$ cat config.mk
export PLATFORM = sky130hd
export DESIGN_NAME = quadrature_encoder_reader
export DESIGN_NICKNAME = d
export VERILOG_FILES = /design/src/rtl/qenc_pkg.sv /design/src/rtl/qenc_input_filter.sv /design/src/rtl/quadrature_encoder_reader.sv
export SDC_FILE = /design/constraint.sdc
export NUM_CORES = 1
export LEC_CHECK = 0
export ABC_AREA = 1
export CORE_MARGIN = 8
export CORE_UTILIZATION = 46
export DETAILED_ROUTE_END_ITERATION = 7
export GPL_ROUTABILITY_DRIVEN = 0
export PLACE_DENSITY = 0.72
export SETUP_SLACK_MARGIN = 0.4
export SLEW_MARGIN = 20
export SYNTH_ARGS = -nofsm -noshare
export SYNTH_HDL_FRONTEND = slang
export SYNTH_SLANG_ARGS = --single-unit
$ cat constraint.sdc
create_clock -name clk -period 5.3 [get_ports clk]
set_input_delay 1.06 -clock clk [delete_from_list [all_inputs] [get_ports clk]]
set_output_delay 1.06 -clock clk [all_outputs]
set_load 0.02 [all_outputs]
$ cat src/rtl/qenc_pkg.sv
// Shared definitions for the quadrature encoder reader:
// register map, STATUS/CTRL bit positions and the 4x step decoder.
package qenc_pkg;

  localparam logic [1:0] ADDR_POS    = 2'd0;
  localparam logic [1:0] ADDR_VEL    = 2'd1;
  localparam logic [1:0] ADDR_STATUS = 2'd2;
  localparam logic [1:0] ADDR_CTRL   = 2'd3;

  localparam int ST_ERR   = 0;
  localparam int ST_DIR   = 1;
  localparam int ST_OVF   = 2;
  localparam int CTRL_EN  = 0;
  localparam int CTRL_CLR = 1;

  typedef enum logic [1:0] {
    STEP_NONE,
    STEP_FWD,
    STEP_REV,
    STEP_ILL
  } step_t;

  // Position of {A,B} along the forward cycle 00->01->11->10.
  function automatic logic [1:0] gray_idx(input logic [1:0] ab);
    logic [1:0] idx;
    unique case (ab)
      2'b00:   idx = 2'd0;
      2'b01:   idx = 2'd1;
      2'b11:   idx = 2'd2;
      default: idx = 2'd3;
    endcase
    return idx;
  endfunction

  // Distance along the cycle: 1 ahead = fwd, 1 behind = rev,
  // 2 apart means both channels flipped at once.
  function automatic step_t decode_step(input logic [1:0] prev,
                                        input logic [1:0] cur);
    logic [1:0] d;
    step_t      s;
    d = gray_idx(cur) - gray_idx(prev);
    unique case (d)
      2'd0:    s = STEP_NONE;
      2'd1:    s = STEP_FWD;
      2'd2:    s = STEP_ILL;
      default: s = STEP_REV;
    endcase
    return s;
  endfunction

endpackage

$ cat src/rtl/qenc_input_filter.sv
// One encoder channel: 2-FF synchronizer plus stability filter.
// Ports: clk, reset, din (async pin), sync (synchronized raw), level (filtered).
module qenc_input_filter
  import qenc_pkg::*;
#(
  parameter int FILTER_LEN = 4
) (
  input  logic clk,
  input  logic reset,
  input  logic din,
  output logic sync,
  output logic level
);

  localparam int CW = $clog2(FILTER_LEN + 1);

  logic [1:0]    sff;
  logic [CW-1:0] cnt;

  // Synchronizer free-runs so reset can seed the filter from the pin.
  always_ff @(posedge clk) begin
    sff <= {sff[0], din};
  end

  assign sync = sff[1];

  always_ff @(posedge clk) begin
    if (reset) begin
      level <= sff[1];
      cnt   <= '0;
    end else if (sff[1] == level) begin
      cnt <= '0;
    end else if (cnt == CW'(FILTER_LEN - 1)) begin
      level <= sff[1];
      cnt   <= '0;
    end else begin
      cnt <= cnt + 1'b1;
    end
  end

endmodule

$ cat src/rtl/quadrature_encoder_reader.sv
// Avalon-MM quadrature decoder: position, windowed velocity, status, control.
// Ports: clk, reset, avs_address/read/readdata/write/writedata, enc_a, enc_b.
module quadrature_encoder_reader
  import qenc_pkg::*;
#(
  parameter int COUNT_WIDTH = 32,
  parameter int FILTER_LEN  = 4,
  parameter int VEL_WINDOW  = 50000,
  parameter int INVERT_DIR  = 0
) (
  input  logic        clk,
  input  logic        reset,
  input  logic [1:0]  avs_address,
  input  logic        avs_read,
  output logic [31:0] avs_readdata,
  input  logic        avs_write,
  input  logic [31:0] avs_writedata,
  input  logic        enc_a,
  input  logic        enc_b
);

  localparam int W  = COUNT_WIDTH;
  localparam int WW = $clog2(VEL_WINDOW);
  localparam logic signed [W-1:0] MAXV = {1'b0, {(W-1){1'b1}}};
  localparam logic signed [W-1:0] MINV = {1'b1, {(W-1){1'b0}}};

  logic a_sync, b_sync, a_lvl, b_lvl;

  qenc_input_filter #(.FILTER_LEN(FILTER_LEN)) u_filt_a (
    .clk   (clk),
    .reset (reset),
    .din   (enc_a),
    .sync  (a_sync),
    .level (a_lvl)
  );

  qenc_input_filter #(.FILTER_LEN(FILTER_LEN)) u_filt_b (
    .clk   (clk),
    .reset (reset),
    .din   (enc_b),
    .sync  (b_sync),
    .level (b_lvl)
  );

  logic [1:0]          prev;
  logic [1:0]          cur;
  step_t               st;
  logic                up, dn;
  logic signed [W-1:0] step_v;
  logic signed [W-1:0] pos, vel, acc, acc_nxt;
  logic [WW-1:0]       win_cnt;
  logic                win_last;
  logic                err, dir, ovf, en;
  logic                wr_pos, wr_status, wr_ctrl, clr;
  logic                pos_wrap;
  logic [31:0]         rd_mux;

  assign cur = {a_lvl, b_lvl};
  assign st  = decode_step(prev, cur);
  assign up  = (INVERT_DIR != 0) ? (st == STEP_REV) : (st == STEP_FWD);
  assign dn  = (INVERT_DIR != 0) ? (st == STEP_FWD) : (st == STEP_REV);

  always_comb begin
    step_v = '0;
    if (up) step_v = W'(1);
    if (dn) step_v = '1;
  end

  assign pos_wrap = (up && pos == MAXV) || (dn && pos == MINV);

  // Accumulator clamps instead of wrapping.
  always_comb begin
    acc_nxt = acc + step_v;
    if ((up && acc == MAXV) || (dn && acc == MINV)) acc_nxt = acc;
  end

  assign win_last  = (win_cnt == WW'(VEL_WINDOW - 1));
  assign wr_pos    = avs_write && (avs_address == ADDR_POS);
  assign wr_status = avs_write && (avs_address == ADDR_STATUS);
  assign wr_ctrl   = avs_write && (avs_address == ADDR_CTRL);
  assign clr       = wr_ctrl && avs_writedata[CTRL_CLR];

  always_comb begin
    rd_mux = '0;
    unique case (avs_address)
      ADDR_POS:    rd_mux = 32'(pos);
      ADDR_VEL:    rd_mux = 32'(vel);
      ADDR_STATUS: rd_mux = {29'd0, ovf, dir, err};
      default:     rd_mux = {31'd0, en};
    endcase
  end

  always_ff @(posedge clk) begin
    if (reset) begin
      prev         <= {a_sync, b_sync};
      pos          <= '0;
      vel          <= '0;
      acc          <= '0;
      win_cnt      <= '0;
      err          <= 1'b0;
      dir          <= 1'b0;
      ovf          <= 1'b0;
      en           <= 1'b1;
      avs_readdata <= '0;
    end else begin
      prev <= cur;

      if (clr || win_last) win_cnt <= '0;
      else                 win_cnt <= win_cnt + 1'b1;

      if (win_last) vel <= en ? acc_nxt : '0;

      if (clr || win_last) acc <= '0;
      else if (en)         acc <= acc_nxt;

      if (wr_pos)  pos <= avs_writedata[W-1:0];
      else if (clr) pos <= '0;
      else if (en)  pos <= pos + step_v;

      // Sticky flags: a same-cycle set beats the write-1 clear.
      err <= (st == STEP_ILL) ||
             (err && !(wr_status && avs_writedata[ST_ERR]));
      ovf <= (en && pos_wrap && !wr_pos && !clr) ||
             (ovf && !(wr_status && avs_writedata[ST_OVF]));

      if (up || dn) dir <= dn;

      if (wr_ctrl) en <= avs_writedata[CTRL_EN];

      if (avs_read) avs_readdata <= rd_mux;
    end
  end

endmodule
## After elaboration in Yosys (flattened, before gate mapping)

Index checks and enable logic that the tools add are counted.

| word-level totals | value |
|---|---|
| flip-flop bits (word level) | 162 |
| input port bits | 40 |
| output and inout port bits | 32 |
| logic and storage cells | 100 |

| cells by class | value |
|---|---|
| add/sub/neg operators | 6 |
| equality and inequality tests | 23 |
| mux-type cells | 18 |
| reductions and logical operators | 37 |

Operators by type and width:

| cell | count |
|---|---|
| 32-bit 2-to-1 mux | 6 |
| 32-bit == test, second input constant | 4 |
| 32-bit case mux with 3 select lines | 1 |
| 32-bit adder | 2 |
| 2-bit case mux with 3 select lines | 3 |
| 16-bit by 1-bit adder with 16-bit output, second input constant | 1 |
| 16-bit == test, second input constant | 1 |
| 1-bit logical AND | 15 |
| 2-bit == test, second input constant | 7 |
| 2-bit by 1-bit == test with 1-bit output, second input constant | 5 |
| 2-bit logical NOT | 4 |
| 1-bit 2-to-1 mux | 7 |
| 3-bit by 1-bit adder with 3-bit output, second input constant | 2 |
| 3-bit by 2-bit == test with 1-bit output, second input constant | 2 |
| 1-bit logical OR | 6 |
| 3-bit OR reduction | 2 |
| 1-bit logical NOT | 4 |
| 2-bit != test, second input constant | 2 |
| 2-bit AND reduction | 2 |
| 2-bit nonzero test | 2 |
| 3-bit nonzero test | 1 |
| 1-bit == test | 2 |
| 2-bit 2-to-1 mux | 1 |
| 2-bit OR reduction | 1 |
| 2-bit subtractor | 1 |

## Logic depth before layout (Yosys ltp)

Gate-level depths: netlist (run 1).

| depth | value |
|---|---|
| depth after elaboration | 12 |
| mapped depth | 27 |
| depth with buffers taken out | 26 |

## Cells and area by module

Synthesis (run 1) repeated with hierarchy kept, for this count alone.

| unflattened totals | value |
|---|---|
| cell total of the unflattened synthesis | 1813 |
| area total of the unflattened synthesis | 11462.2 um2 |

Modules (own cells, without submodules):

| module | times used | cells an instance | area each (um2) | seq. area each (um2) |
|---|---|---|---|---|
| quadrature_encoder_reader | 1 | 1769 | 11009.3 | 3002.9 |
| qenc_input_filter | 2 | 22 | 226.5 | 130.1 |

## Least setup slack after synthesis (run 1)

Ideal clock, no wire load.

| timing | value |
|---|---|
| path kind | register -> register |
| from | reg u_filt_a.level |
| to | reg acc[31] |
| setup time | 0.132 ns |
| data arrival time | 3.047 ns |
| data required time | 5.168 ns |
| path slack | 2.121 ns |
| stages on the path, launching flop included | 20 |
| buffers on the path | 3 |
| clock period less this slack | 3.179 ns |
| cell sequence | edfxtp_1 -> ha_1 -> ha_1 -> inv_2 -> nand3_4 -> inv_2 -> buf_2 -> buf_2 -> buf_2 -> ha_1 -> inv_1 -> nor2_1 -> nand2_1 -> nor2_1 -> and2_1 -> nand2_1 -> nand3_1 -> nand3_1 -> nand2_1 -> a21oi_1 |

| between the ends | value |
|---|---|
| elaborated cells between the ends (all ways) | 18 |
| classes of those cells | 2 x add/sub; 6 x eq/ne; 5 x mux; 5 x reduce/logical |

RTL lines:

| element | line | source |
|---|---|---|
| from (decl) | qenc_input_filter.sv:12 | `output logic level` |
| from (signal assigned) | qenc_input_filter.sv:29 | `level <= sff[1];` |
| from (signal assigned) | qenc_input_filter.sv:34 | `level <= sff[1];` |
| 2-bit == test (tied with other cells) | qenc_pkg.sv:26 | `unique case (ab)` |
| 2-bit case mux with 3 select lines * | qenc_pkg.sv:26 |  |
| 2-bit subtractor * | qenc_pkg.sv:41 | `d = gray_idx(cur) - gray_idx(prev);` |
| 2-bit == test (tied with other cells) | qenc_pkg.sv:42 | `unique case (d)` |
| 2-bit case mux with 3 select lines * | qenc_pkg.sv:42 |  |
| 2-bit == test * | quadrature_encoder_reader.sv:61 | `assign dn = (INVERT_DIR != 0) ? (st == STEP_FWD) : (st == STEP_REV);` |
| named net dn | quadrature_encoder_reader.sv:48 | `logic up, dn;` |
| 32-bit 2-to-1 mux / 1-bit logical AND (equally long branches) | quadrature_encoder_reader.sv:66, quadrature_encoder_reader.sv:74 |  |
| 32-bit adder / 1-bit logical OR (equally long branches) | quadrature_encoder_reader.sv:73, quadrature_encoder_reader.sv:74 |  |
| 32-bit 2-to-1 mux * | quadrature_encoder_reader.sv:74 | `if ((up && acc == MAXV) \|\| (dn && acc == MINV)) acc_nxt = acc;` |
| to (signal assigned) | quadrature_encoder_reader.sv:114 | `else if (en) acc <= acc_nxt;` |
| to (decl) | quadrature_encoder_reader.sv:50 | `logic signed [W-1:0] pos, vel, acc, acc_nxt;` |

Mark *: on every way through the listed nets, which the timed path passes. The rest lies on a longest branch.
A chain may end at the register's enable or synchronous reset.

## Final worst setup path (run 1)

| timing | value |
|---|---|
| from | reg u_filt_a.level |
| to | reg pos[27] |

| between the ends | value |
|---|---|
| word-level cells in the longest chain between the ends | 12 |
| elaborated cells between the ends (all ways) | 17 |
| classes of those cells | 2 x add/sub; 6 x eq/ne; 7 x mux; 2 x reduce/logical |

RTL lines:

| element | line | source |
|---|---|---|
| 2-bit == test (tied with other cells) | qenc_pkg.sv:26 |  |
| 2-bit case mux with 3 select lines * | qenc_pkg.sv:26 |  |
| 2-bit subtractor * | qenc_pkg.sv:41 |  |
| 2-bit == test (tied with other cells) | qenc_pkg.sv:42 |  |
| 2-bit case mux with 3 select lines * | qenc_pkg.sv:42 |  |
| 2-bit by 1-bit == test with 1-bit output | -- |  |
| 1-bit 2-to-1 mux | quadrature_encoder_reader.sv:65 | `if (up) step_v = W'(1);` |
| 32-bit 2-to-1 mux * | quadrature_encoder_reader.sv:66 | `if (dn) step_v = '1;` |
| 32-bit adder * | quadrature_encoder_reader.sv:118 | `else if (en) pos <= pos + step_v;` |
| 32-bit 2-to-1 mux * | quadrature_encoder_reader.sv:118 |  |
| 32-bit 2-to-1 mux * | quadrature_encoder_reader.sv:117 | `else if (clr) pos <= '0;` |
| 32-bit 2-to-1 mux * | quadrature_encoder_reader.sv:116 | `if (wr_pos) pos <= avs_writedata[W-1:0];` |
| to (signal assigned) | quadrature_encoder_reader.sv:116 |  |
| to (signal assigned) | quadrature_encoder_reader.sv:118 |  |
| to (decl) | quadrature_encoder_reader.sv:50 |  |

Every way passes the cells marked *; elsewhere a longest branch is shown, timed or not. The select of a mux whose other input is x is not followed.

==> qor.csv, run 1 <==
metric,value,unit
final HPWL from detailed placement,24.7,mm
"leading cell type in the layout, fill and taps excluded",nand2_1,
Peak VDD IR,0.258,mV
Hold Path Class,flop to flop,
NetSw,2.79,mW
run status,"complete, no violations",
antenna-violating nets left,0,
initial antenna violation count,0,
clk root buf,clkbuf_16,
top-area cell type share of the netlist area,28.9,%
most frequent cells in the layout,"nand2_1 (440), inv_1 (250), nor2_1 (169)",
sequential power share,30.3,%
Sink Count,162,
nets,1847,
layout cells sized above 1,5.49,%
ranking of synthesized cells by area,"dfxtp_1 (29%), nand2_1 (15%), inv_1 (8.5%)",
area delta synth->final,12.8,%
Comb power frac,48.4,%
num rows,56,
hold depth,0,
Final setup viols,0,
drt drc,0,
Reg2Reg Setup Slack,1.53,ns
pre-CTS setup slack,1.46,ns
"Hold-fix buffers, CTS",0,
Clock Power Share,21.3,%
CP arrival,4.13,ns
FF-to-FF Start,u_filt_a.level$_DFFE_PP_,
Worst Setup End Kind,flop,
Int Pwr,3.08,mW
Final Hold Viols,0,
Cells after Synth,1767,
die width,171,µm
sequential area share after synthesis,29.5,%
Num CTS Buffers,17,
final WL,33.0,mm
fin util,53.0,%
CP required,5.67,ns
WHS Endpoint,u_filt_b.sff[1]$_DFF_P_,
"area leader, netlist",dfxtp_1,
Ys Warns,0,
Mean Syn Cell Area,6.26,µm²
Resize count post-CTS,0,
Worst setup startpoint,u_filt_a.level$_DFFE_PP_,
clk slew on worst S/H paths,0.07,ns
via-per-instance ratio,5.48,
setup TNS,0,ns
clock latency on the worst-skew pair,0.43,ns
FF-to-FF path depth,20,
final worst-path cycle share,71.1,%
first-pass GRT wire length,54.2,mm
DR vias,11629,
Slew HR,40.9,%
DRC marker count from the first detailed-route iteration,1073,
initial core utilization,47.0,%
drt first pass iters,5,
syn nets,1823,
Setup CP Type,flop to flop,
largest net degree at the start of global routing,48,
setup ws final,1.53,ns
"Cell Area, Synth",11100,µm²
leakage,5.57,nW
ant diodes,0,
Die Area,29300,µm²
die height,171,µm
worst clock skew,0.00900,ns
Tightest Pin Transition,0.883,ns
number of synthesized register bits,162,
I/O Buffers,71,
max_cap viols,0,
Power Dens Cells,470,nW/µm²
minimum period implied by the final worst setup slack,3.77,ns
Slew Limit Fails,0,
grt ovf,0,
setup bufs post-CTS,0,
crit start category,flop,
CTS tree,built,
CORE AREA,23500,µm²
gr usage total,22.7,%
Wirelength per Cell,15.5,µm
clk buf depth,2,
worst hold start,u_filt_b.sff[0]$_DFF_P_,
Synth cell types,52,
Critical R2R Capture,pos[27]$_SDFFE_PP0P_,
RSZ-0062 raised after global routing,no,
H-tree lvl count,4,
number of global-route vias before repair,11039,
Fmax,265,MHz
Net Sw Frac,47.5,%
IO Pins,72,
worst-path fanout max,31,
-- stage by stage --
stage / power [mW] / cells / hold slack [ns] / instance area (µm²)
floorplan: 3.85 / 1767 / 0.310 / 11100
global placement: 4.52 / 2091 / 0.311 / 11900
detailed placement: 4.57 / 2091 / 0.319 / 11900
CTS: 5.83 / 2123 / 0.333 / 12500
global route: 6.31 / 2123 / 0.340 / 12500
finish: 5.87 / 2123 / 0.332 / 12500
-- worst max path at each step --
stage,to,slack (ns),depth (start not counted)
3_5_place_dp,pos[15]$_SDFFE_PP0P_,1.46,13
6_report,pos[27]$_SDFFE_PP0P_,1.53,20
4_1_cts,pos[24]$_SDFFE_PP0P_,1.61,18
3_3_place_gp,pos[18]$_SDFFE_PP0P_,1.58,14
5_1_grt,pos[20]$_SDFFE_PP0P_,1.23,18
2_1_floorplan,acc[31]$_SDFFE_PP0P_,2.12,19
-- registers in the layout, summed over array words and instances, names as in the netlist --
register        count
u_filt_b.level      1
pos                32
u_filt_b.sff        2
en                  1
err                 1
avs_readdata       32
u_filt_b.cnt        3
dir                 1
u_filt_a.level      1
prev                2
acc                32
ovf                 1
u_filt_a.sff        2
vel                32
win_cnt            16
u_filt_a.cnt        3
-- Yosys cell counts (all sizes together) --
cell and instances:
buf 24, inv 257, nor4 23, nor2 184, or2 8, a221oi 6
a31oi 8, a41oi 1, o21bai 5, o21ai 146, dfxtp 160, and2 7
o221ai 12, nor3 20, a21boi 1, nor3b 3, o31ai 1, xor2 59
nand4 15, nor4b 1, edfxtp 2, nand3 125, nand3b 11, a21oi 112
xnor2 6, o41ai 29, o211ai 3, o22ai 11, ha 16, clkbuf 57
nand2 452, o311ai 1, o21a 1
-- routing by layer --
layer,track usage (%),vias to the layer above,wire (µm)
li1,-,5779,-
met1,28.7,5351,14600
met2,37.1,420,15200
met3,3.60,79,2040
met4,11.0,0,1170
met5,0,-,0
-- worst max-delay path: stages, from the launching register on --
cell and delay, ns:
edfxtp_1 0.45, ha_1 0.33, ha_1 0.34, inv_2 0.21, nand3_4 0.13, inv_2 0.46
buf_4 0.45, nand2_1 0.11, nand2_1 0.10, inv_1 0.07, nand3_1 0.11, nand2_1 0.10
nand2_1 0.08, nand2_1 0.11, nand2_1 0.09, nand2_1 0.10, nand2_1 0.14, nand2_1 0.06
nand2_1 0.05, nand3_1 0.06, a21oi_1 0.14
-- area by class of cell --
type | instances | area [µm²]
well taps | 319 | 399
flip-flops and latches | 162 | 3260
clock buffers | 22 | 454
fillers | 2404 | 11100
repair buffers | 86 | 823
multi-input cells | 1267 | 6460
clock inverters | 10 | 126
inverters | 257 | 965
-- power by group through the flow --
stage          sequential, mW  combinational, mW  clock, mW
3_3_place_gp             1.79               2.74          0
6_report                 1.78               2.84       1.25
2_1_floorplan            1.63               2.22          0
3_5_place_dp             1.79               2.78          0
5_1_grt                  1.81               3.18       1.32
4_1_cts                  1.76               2.80       1.27
-- cells by family (layout without fill, tap and decap cells) --
| kind of cell | count (synthesis) | in the layout | share of synthesized area, % |
|---|---|---|---|
| buf+inv | 338 | 375 | 12.4 |
| fa+ha+maj | 16 | 16 | 1.81 |
| simple gates | 849 | 849 | 33.0 |
| flops | 162 | 162 | 29.5 |
| compound gates | 337 | 337 | 17.5 |
| xor+xnor | 65 | 65 | 5.86 |
(Power assumes the default switching activity.)
==> inputs of run 2 (changes only) <==
==> constraint.sdc (replaced) <==
create_clock -name clk -period 3.65 [get_ports clk]
set_input_delay 0.73 -clock clk [delete_from_list [all_inputs] [get_ports clk]]
set_output_delay 0.73 -clock clk [all_outputs]
set_load 0.02 [all_outputs]
==> qor.csv, run 2 (synthesis results as in run 1) <==
metric,value,unit,change
run status,"complete, no violations",,
setup ws final,0.494,ns,-1.04 ns
Worst path max stage delay,0.44,ns,-0.02 ns
gr usage total,23.7,%,+1.0 points
Fillers,2255,,-6.2%
die width,171,µm,unchanged
Power Dens Cells,694,nW/µm²,+48%
CP arrival,3.52,ns,-0.61 ns
minimum period implied by the final worst setup slack,3.16,ns,-0.611 ns
die height,171,µm,unchanged
clock latency on the worst-skew pair,0.43,ns,about the same
Worst Setup End Kind,flop,,
H-tree lvl count,4,,unchanged
"leading cell type in the layout, fill and taps excluded",nand2_1,,
leakage,5.81,nW,+4.4%
CORE AREA,23500,µm²,unchanged
Tot Pwr,9.20,mW,+57%
final HPWL from detailed placement,25.5,mm,+3.3%
Sink Count,162,,unchanged
initial antenna violation count,0,,unchanged
drt first pass iters,7,,+2
Die Area,29300,µm²,unchanged
Slew Limit Fails,0,,unchanged
number of global-route vias before repair,11214,,+1.6%
ant diodes,0,,unchanged
most frequent cells in the layout,"nand2_1 (412), inv_1 (249), dfxtp_1 (160)",,
Hold Path Class,flop to flop,,
Final Hold Viols,0,,unchanged
pre-CTS setup slack,0.293,ns,-1.17 ns
final WL,35.3,mm,+7.1%
worst clock skew,0.0130,ns,+0.00402 ns
I/O Buffers,71,,unchanged
area delta synth->final,19.8,%,
max_cap viols,0,,unchanged
largest net degree at the start of global routing,49,,+2.1%
CP most frequent cell,nand2_1,,
Hold Slack,0.333,ns,+0.000458 ns
Num CTS Buffers,17,,unchanged
Peak VDD IR,0.271,mV,+5.1%
CTS tree,built,,
antenna-violating nets left,0,,unchanged
clk slew on worst S/H paths,0.07,ns,about the same
via-per-instance ratio,5.54,,+1.1%
layout cells sized above 1,10.8,%,+5.3 points
setup TNS,0,ns,unchanged
IO Pins,72,,unchanged
slowest CP cell,edfxtp_1,,
fin cells,2148,,+1.2%
clk root buf,clkbuf_16,,
Tightest Pin Transition,0.816,ns,-0.0678 ns
crit-path cells,inv_1 > ha_1 > ha_4 > inv_1 > nand2_2 > nand3_4 > buf_12 > buf_16 > buf_4 > xor2_1 > nor2_1 > nand2_1 > o21ai_0 > inv_1 > nand2_1 > nand2_1 > nand2_1 > nand2_1 > nand3_1 > a21oi_1,,
FF-to-FF Start,u_filt_b.level$_DFFE_PP_,,
Worst setup startpoint,u_filt_b.level$_DFFE_PP_,,
Final setup viols,0,,unchanged
nets,1872,,+1.4%
first-pass GRT wire length,56.6,mm,+4.5%
final worst-path cycle share,86.5,%,+15 points
grt ovf,0,,unchanged
DR vias,11898,,+2.3%
worst hold start,u_filt_a.sff[0]$_DFF_P_,,
Reg2Reg Setup Slack,0.49,ns,-1.04 ns
CP required,4.02,ns,-1.65 ns
crit start category,flop,,
DP Cell Count,2097,,+0.29%
Fmax,317,MHz,+19%
"Hold-fix buffers, CTS",0,,unchanged
num rows,56,,unchanged
worst-path fanout max,11,,-65%
DRC marker count from the first detailed-route iteration,1131,,+5.4%
crit path buf inv count,6,,+2
initial core utilization,47.0,%,unchanged
Wirelength per Cell,16.4,µm,+5.8%
drt drc,0,,unchanged
Slew HR,45.4,%,+4.5 points
clk buf depth,2,,unchanged
RSZ-0062 raised after global routing,yes,,
"CP delay by family, top",simple AND/OR/NAND/NOR gates,,
Setup CP Type,flop to flop,,
-- run 2: timing repair --
item	CTS	global route
gates resized for setup	12	88
endpoints found under the setup margin	30	82
buffers inserted	4	11
pin swaps	1	14
cloned	4	0
-- run 2: routing by layer --
metal,vias to the layer above,global-route usage [%],routed length [µm]
met4,0,10.1,1230
met5,-,0,0
met2,574,40.0,16900
met1,5396,29.4,14400
li1,5818,-,-
met3,110,3.85,2800
-- run 2: worst paths after layout --
check                           cells after the start                       to
worst max-delay path                               20     pos[20]$_SDFFE_PP0P_
worst min-delay path                                0  u_filt_a.sff[1]$_DFF_P_
worst max register to register                     20     pos[20]$_SDFFE_PP0P_
worst min register to register                      0  u_filt_a.sff[1]$_DFF_P_
-- run 2: metrics by stage --
step / util, % / instance area [µm²]
2_1_floorplan: - / 11100
3_3_place_gp: 50.9 / 12000
3_5_place_dp: 50.9 / 12000
4_1_cts: 54.4 / 12800
5_1_grt: 56.3 / 13300
6_report: 56.3 / 13300
-- run 2: area by class of cell --
type	count	area (µm²)	share of cell area (%)
Sequential cell	162	3260	24.6
Clock buffer	20	447	3.37
Multi-Input combinational cell	1267	6830	51.5
Timing Repair Buffer	111	1190	8.99
Tap cell	319	399	3.01
Inverter	257	980	7.39
Clock inverter	12	146	1.10
-- run 2: worst register-to-register path, cell delays in order, from the launching register on --
cell and delay [ns]:
edfxtp_1 0.44, inv_1 0.11, ha_1 0.26, ha_4 0.18, inv_1 0.08, nand2_2 0.09, nand3_4 0.07, buf_12 0.16
buf_16 0.16, buf_4 0.14, xor2_1 0.35, nor2_1 0.13, nand2_1 0.13, o21ai_0 0.08, inv_1 0.06, nand2_1 0.14
nand2_1 0.14, nand2_1 0.09, nand2_1 0.07, nand3_1 0.07, a21oi_1 0.14
-- run 2: report_power, final --
| group | leakage, nW | total [mW] | internal, mW | switching [mW] |
|---|---|---|---|---|
| sequential | 1.33 | 2.62 | 2.08 | 0.542 |
| clock | 0.280 | 1.85 | 1.04 | 0.804 |
| combinational | 4.20 | 4.73 | 1.69 | 3.04 |
